==> src/rtl/seq_stim_gen_pkg.sv <==
// Shared definitions for the sequential stimulus generator and its response compactor.
// Entry layout is {a, b, hold[HW-1:0]}.
package seq_stim_gen_pkg;

  typedef enum logic [1:0] {
    IDLE = 2'd0,
    RUN  = 2'd1,
    DONE = 2'd2
  } state_t;

  localparam logic [15:0] MISR_POLY = 16'h1021;

  localparam int DEF_DEPTH = 16;
  localparam int DEF_AW    = 4;
  localparam int DEF_HW    = 8;

  localparam int A_BIT = DEF_HW + 1;
  localparam int B_BIT = DEF_HW;

endpackage

==> src/rtl/stim_misr16.sv <==
// 16-bit MISR folding a two-bit response (y, z) into a signature each enabled cycle.
// Reusable by other lab checkers; clr wins over en.
module stim_misr16
  import seq_stim_gen_pkg::*;
(
  input  logic        clk,
  input  logic        rst,
  input  logic        clr,
  input  logic        en,
  input  logic        y,
  input  logic        z,
  output logic [15:0] sig
);

  always_ff @(posedge clk or negedge rst) begin
    if (!rst) begin
      sig <= '0;
    end else if (clr) begin
      sig <= '0;
    end else if (en) begin
      sig <= {sig[14:0], 1'b0} ^ (sig[15] ? MISR_POLY : 16'h0000) ^ {14'b0, y, z};
    end
  end

endmodule

==> src/rtl/seq_stim_gen.sv <==
// Plays a programmed table of (a, b, hold) entries into a circuit under test and
// compacts its y/z response into a 16-bit signature.
module seq_stim_gen
  import seq_stim_gen_pkg::*;
#(
  parameter int DEPTH = DEF_DEPTH,
  parameter int AW    = DEF_AW,
  parameter int HW    = DEF_HW
) (
  input  logic          clk,
  input  logic          rst,
  input  logic          wr_en,
  input  logic [AW-1:0] wr_addr,
  input  logic [HW+1:0] wr_data,
  input  logic [AW:0]   len,
  input  logic          start,
  input  logic          loop_en,
  input  logic          abort,
  input  logic          y,
  input  logic          z,
  output logic          a,
  output logic          b,
  output logic          busy,
  output logic          done,
  output logic [AW-1:0] step,
  output logic [15:0]   sig
);

  localparam int ABIT = HW + 1;
  localparam int BBIT = HW;
  localparam logic [AW:0] DEPTH_L = (AW+1)'(DEPTH);

  logic [HW+1:0] mem [DEPTH];
  state_t        state, state_nxt;
  logic [AW:0]   len_q;
  logic [HW-1:0] cnt;
  logic          accept, entry_end, last_entry, load;
  logic [AW-1:0] load_idx;
  logic [HW+1:0] load_entry;

  // Memory is deliberately left unreset; a same-cycle load reads the pre-write word.
  always_ff @(posedge clk) begin
    if (wr_en) mem[wr_addr] <= wr_data;
  end

  assign accept     = (state == IDLE) && start && !abort && (len != '0);
  assign entry_end  = (cnt == '0);
  assign last_entry = ({1'b0, step} == (len_q - (AW+1)'(1)));
  assign load_entry = mem[load_idx];

  always_ff @(posedge clk or negedge rst) begin
    if (!rst) state <= IDLE;
    else      state <= state_nxt;
  end

  always_comb begin
    state_nxt = state;
    case (state)
      IDLE: if (accept) state_nxt = RUN;
      RUN: begin
        if (abort)                                     state_nxt = IDLE;
        else if (entry_end && last_entry && !loop_en)  state_nxt = DONE;
      end
      DONE:    state_nxt = IDLE;
      default: state_nxt = IDLE;
    endcase
  end

  always_comb begin
    busy = (state == RUN);
    done = (state == DONE);
  end

  // Decide whether an entry is fetched this cycle and which one.
  always_comb begin
    load     = 1'b0;
    load_idx = '0;
    if (accept) begin
      load = 1'b1;
    end else if ((state == RUN) && !abort && entry_end) begin
      if (!last_entry) begin
        load     = 1'b1;
        load_idx = step + AW'(1);
      end else if (loop_en) begin
        load = 1'b1;
      end
    end
  end

  // cnt holds the cycles remaining after the current one, so hold=0 and hold=1 both give one cycle.
  always_ff @(posedge clk or negedge rst) begin
    if (!rst) begin
      a     <= 1'b0;
      b     <= 1'b0;
      step  <= '0;
      cnt   <= '0;
      len_q <= '0;
    end else begin
      if (accept) len_q <= (len > DEPTH_L) ? DEPTH_L : len;
      if (load) begin
        a    <= load_entry[ABIT];
        b    <= load_entry[BBIT];
        step <= load_idx;
        cnt  <= (load_entry[HW-1:0] == '0) ? '0 : load_entry[HW-1:0] - HW'(1);
      end else if (state == RUN) begin
        if (abort || entry_end) begin
          a <= 1'b0;
          b <= 1'b0;
        end else begin
          cnt <= cnt - HW'(1);
        end
      end
    end
  end

  stim_misr16 u_misr (
    .clk (clk),
    .rst (rst),
    .clr (accept),
    .en  (busy),
    .y   (y),
    .z   (z),
    .sig (sig)
  );

endmodule

==> config.mk <==
export PLATFORM = sky130hd
export DESIGN_NAME = seq_stim_gen
export DESIGN_NICKNAME = d
export VERILOG_FILES = /design/src/rtl/seq_stim_gen_pkg.sv /design/src/rtl/stim_misr16.sv /design/src/rtl/seq_stim_gen.sv
export SDC_FILE = /design/constraint.sdc
export NUM_CORES = 1
export LEC_CHECK = 0
export CORE_MARGIN = 3
export CORE_UTILIZATION = 54
export CTS_BUF_LIST = sky130_fd_sc_hd__clkbuf_16
export CTS_CLUSTER_SIZE = 40
export DETAILED_ROUTE_END_ITERATION = 7
export PLACE_DENSITY = 0.76
export SLEW_MARGIN = 20
export SYNTH_ARGS = -nofsm -noshare
export SYNTH_HDL_FRONTEND = slang
export SYNTH_SLANG_ARGS = --single-unit
export TNS_END_PERCENT = 1
==> constraint.sdc <==
create_clock -name clk -period 3.3 [get_ports clk]
set_clock_uncertainty 0.1 [all_clocks]
set_input_delay 0.33 -clock clk [delete_from_list [all_inputs] [get_ports clk]]
set_output_delay 0.33 -clock clk [all_outputs]
set_load 0.02 [all_outputs]
==> results.md <==
- Seq/Total Area, Yosys: 67.0%
- Leakage: 0.00365 µW
- CP startpoint: cnt[5]
- Cell Count, Final, Fillers Out: 960
- Drt wl/cell: 21.5 µm
- Filler cells: around 1000
- DRT iter0 DRCs: 728
- CP Launch Type: register
- Cells after synthesis: 616
- Final Hold Vio Count: 0
- Arrival @ worst endpoint: 3530 ps
- Largest net degree at the start of global routing: 51
- Clk buf depth: 2
- # DRC: 0
- Post-synth EDFFs: 160
- CP most frequent cell: buf_4
- First-pass GRT wire length: ~32000 µm
- Slew margin rel.: 42.5%
- Via count: 5940
- Grt ovf: 0
- Final setup margin: -27.3 ps
- RSZ-0062 raised after global routing: true
- CP peak stage delay: about 590 ps
- Mapped Nets: around 650
- Synth area leaders: edfxtp_1, dfrtp_1, mux4_2
- Crit path buf inv count: 5
- Vias per cell: ~6.2
- Worst hold margin: 402 ps
- Async SR Flop Fraction: 18.8%
- Crit path required time: 3500 ps
- Final-report max-slew violation count: 0
- Top-area cell type share of the netlist area: 56.2%
- Worst reg-to-reg path cell count: 13
- Max frequency: about 0.3 GHz
- Post-DP HPWL: 13500 µm
- GRT Total Usage: 23.6%
- Worst-path fanout max: 8
- Register bit count reported by yosys: 197
- Top Family by Delay on Critical Path: compound AO/OA/AOI/OAI gates
- CTS tree: done
- Critical path type: reg -> reg
- PortBufs: 50
- Syn-to-layout area delta: 23.4%
- Post-synthesis average cell area: 13.9 µm²
- Crit end category: register
- Period minus WS final: about 3300 ps
- Core outline area: 15400 µm²
- Final setup fails: 2
- Most frequent cells in the layout: edfxtp_1, buf_4, nand2_1
- Number of global-route vias before repair: 5711
- Latest clock arrival within the worst-skew pair: 440 ps
- Most common cell after layout, fill and taps aside: edfxtp_1
- Num CTS Buffers: 17
- Peak supply drop: 0.488 mV
- Hold path startpoint: len[2]
- Result of the run: finished with violations
- Final wirelength: 20600 µm
- Clock transition at path regs: roughly 80 ps
- Mapped cell area: ~8500 µm²
- # diodes: 0
- Fraction of layout cells with a size suffix above 1: between 20 and 25%
- Initial antenna violation count: 0
- Hold/Removal Path Class: in -> reg
- Hold Path Depth: 3
- Power Density: 525 nW/µm²
- Final period utilization: 101%
- Slowest CP cell: or4_4
- Root buffer cell: clkbuf_16
- GP Congestion: 0.946
- Synth warnings: 0
- Rows: 45
- Post-DRT Antenna Nets: 0
- Yosys cell types: 68
- DRT Pass-1 Iters: 5
- Starting density of the core: around 56%
- Max Cap Viol: 0
- Reg2reg start: cnt[5]
- Final Net Count: 768
- Die width: between 100 and 150 µm
- Htree depth: 4
- Die height: 132 µm
- Setup WS pre-CTS: -176 ps
- Top_reg_cell synth: edfxtp_1
- # IOs: 51
- Largest area contributor in the netlist: edfxtp_1
- Utilization after layout: 68.6%
- Die Area: ~17000 µm²
- CP Depth: 13
- Worst-margin pin slew: approximately 860 ps
- # clock sinks: roughly 200
- Inst Count DP: around 910
- Crit path cell chain: or4_4 -> buf_4 -> nor3_2 -> buf_6 -> a31oi_1 -> o211ai_1 -> o211ai_1 -> buf_4 -> buf_4 -> a221oi_2 -> buf_4 -> xor2_1 -> o221ai_2
- Failing checks: setup timing
## cell usage after synthesis (5+ instances only)
master,number
nor2b_1,8
nor2_1,34
buf_2,13
nand2_1,61
mux4_2,15
nand2b_1,6
nand3b_1,7
and2_1,5
mux2i_1,15
o221ai_1,7
edfxtp_1,160
o21ai_0,30
mux2_2,8
a21oi_1,33
inv_1,9
nand3_1,14
a211oi_1,18
nor3_1,13
o211ai_1,8
xnor2_1,10
xor2_1,6
a31oi_1,11
clkbuf_1,14
dfrtp_1,37
## metrics by stage
step                      total power [µW]  area [µm²]  TNS, ps
final                                 5540       10500    -37.3
after global routing                  5730       10500     -754
after CTS                             5490       10300        0
after detailed placement              3590        9730    -1290
after global placement                3550        9730     -345
after floorplan                       3300        8590        0
## flip-flops by register name, indices dropped and copies added (netlist names)
register    count
mem           160
u_misr.sig     16
cnt             8
len_q           5
step            4
state           2
a               1
b               1
## area by class of cell
class | instances | area (µm²) | share of cell area (%)
Multi-Input combinational cell | 379 | 2770 | 26.2
Clock inverter | 14 | 123 | 1.16
Tap cell | 211 | 264 | 2.50
Sequential cell | 197 | 5730 | 54.4
Inverter | 9 | 37.5 | 0.356
Clock buffer | 17 | 425 | 4.03
Timing Repair Buffer | 133 | 1190 | 11.3
## what timing repair did
action	4_1_cts	5_1_grt
pin swaps	1	13
endpoints found under the hold margin	37	0
setup endpoints to repair	6	10
buffers inserted	0	14
hold buffers	1	0
gates resized for setup	4	26
cloned	0	2
## cell families (layout without fill, tap and decap cells)
logic type | after synthesis | in the layout | share of synthesized area, %
flops | 197 | 197 | 67.0
simple gates | 175 | 176 | 10.3
compound gates | 144 | 144 | 11.4
buf+inv | 41 | 173 | 2.12
mux | 39 | 39 | 6.94
xor+xnor | 16 | 16 | 1.64
fa+ha+maj | 4 | 4 | 0.586
## per-layer routing
metal,GRT usage [%],vias up,part of all wire (%)
met1,30.5,2934,39
met3,6.41,62,7.5
met5,0,-,0
met2,38.9,317,51
met4,8.58,0,3.2
li1,-,2627,-
## power by group
group	internal (µW)	total (µW)	switching [µW]
Clock	984	1920	937
Combinational	321	679	358
Sequential	2830	2940	112
Total	4130	5540	1410
## worst paths after layout
check	to	slack, ps
max	cnt[3]	-30
min	len_q[2]	400
max reg2reg	cnt[3]	-30
min reg2reg	cnt[7]	440
max in group asynchronous	cnt[4]	2060
min in group asynchronous	step[2]	440
## worst reg2reg max path, stage by stage, from the launching register on
cell,delay (ps)
dfrtp_1,430
or4_4,590
buf_4,180
nor3_2,140
buf_6,170
a31oi_1,100
o211ai_1,220
o211ai_1,160
buf_4,160
buf_4,120
a221oi_2,290
buf_4,190
xor2_1,210
o221ai_2,130
No activity file was read; power rests on OpenSTA's default activity.
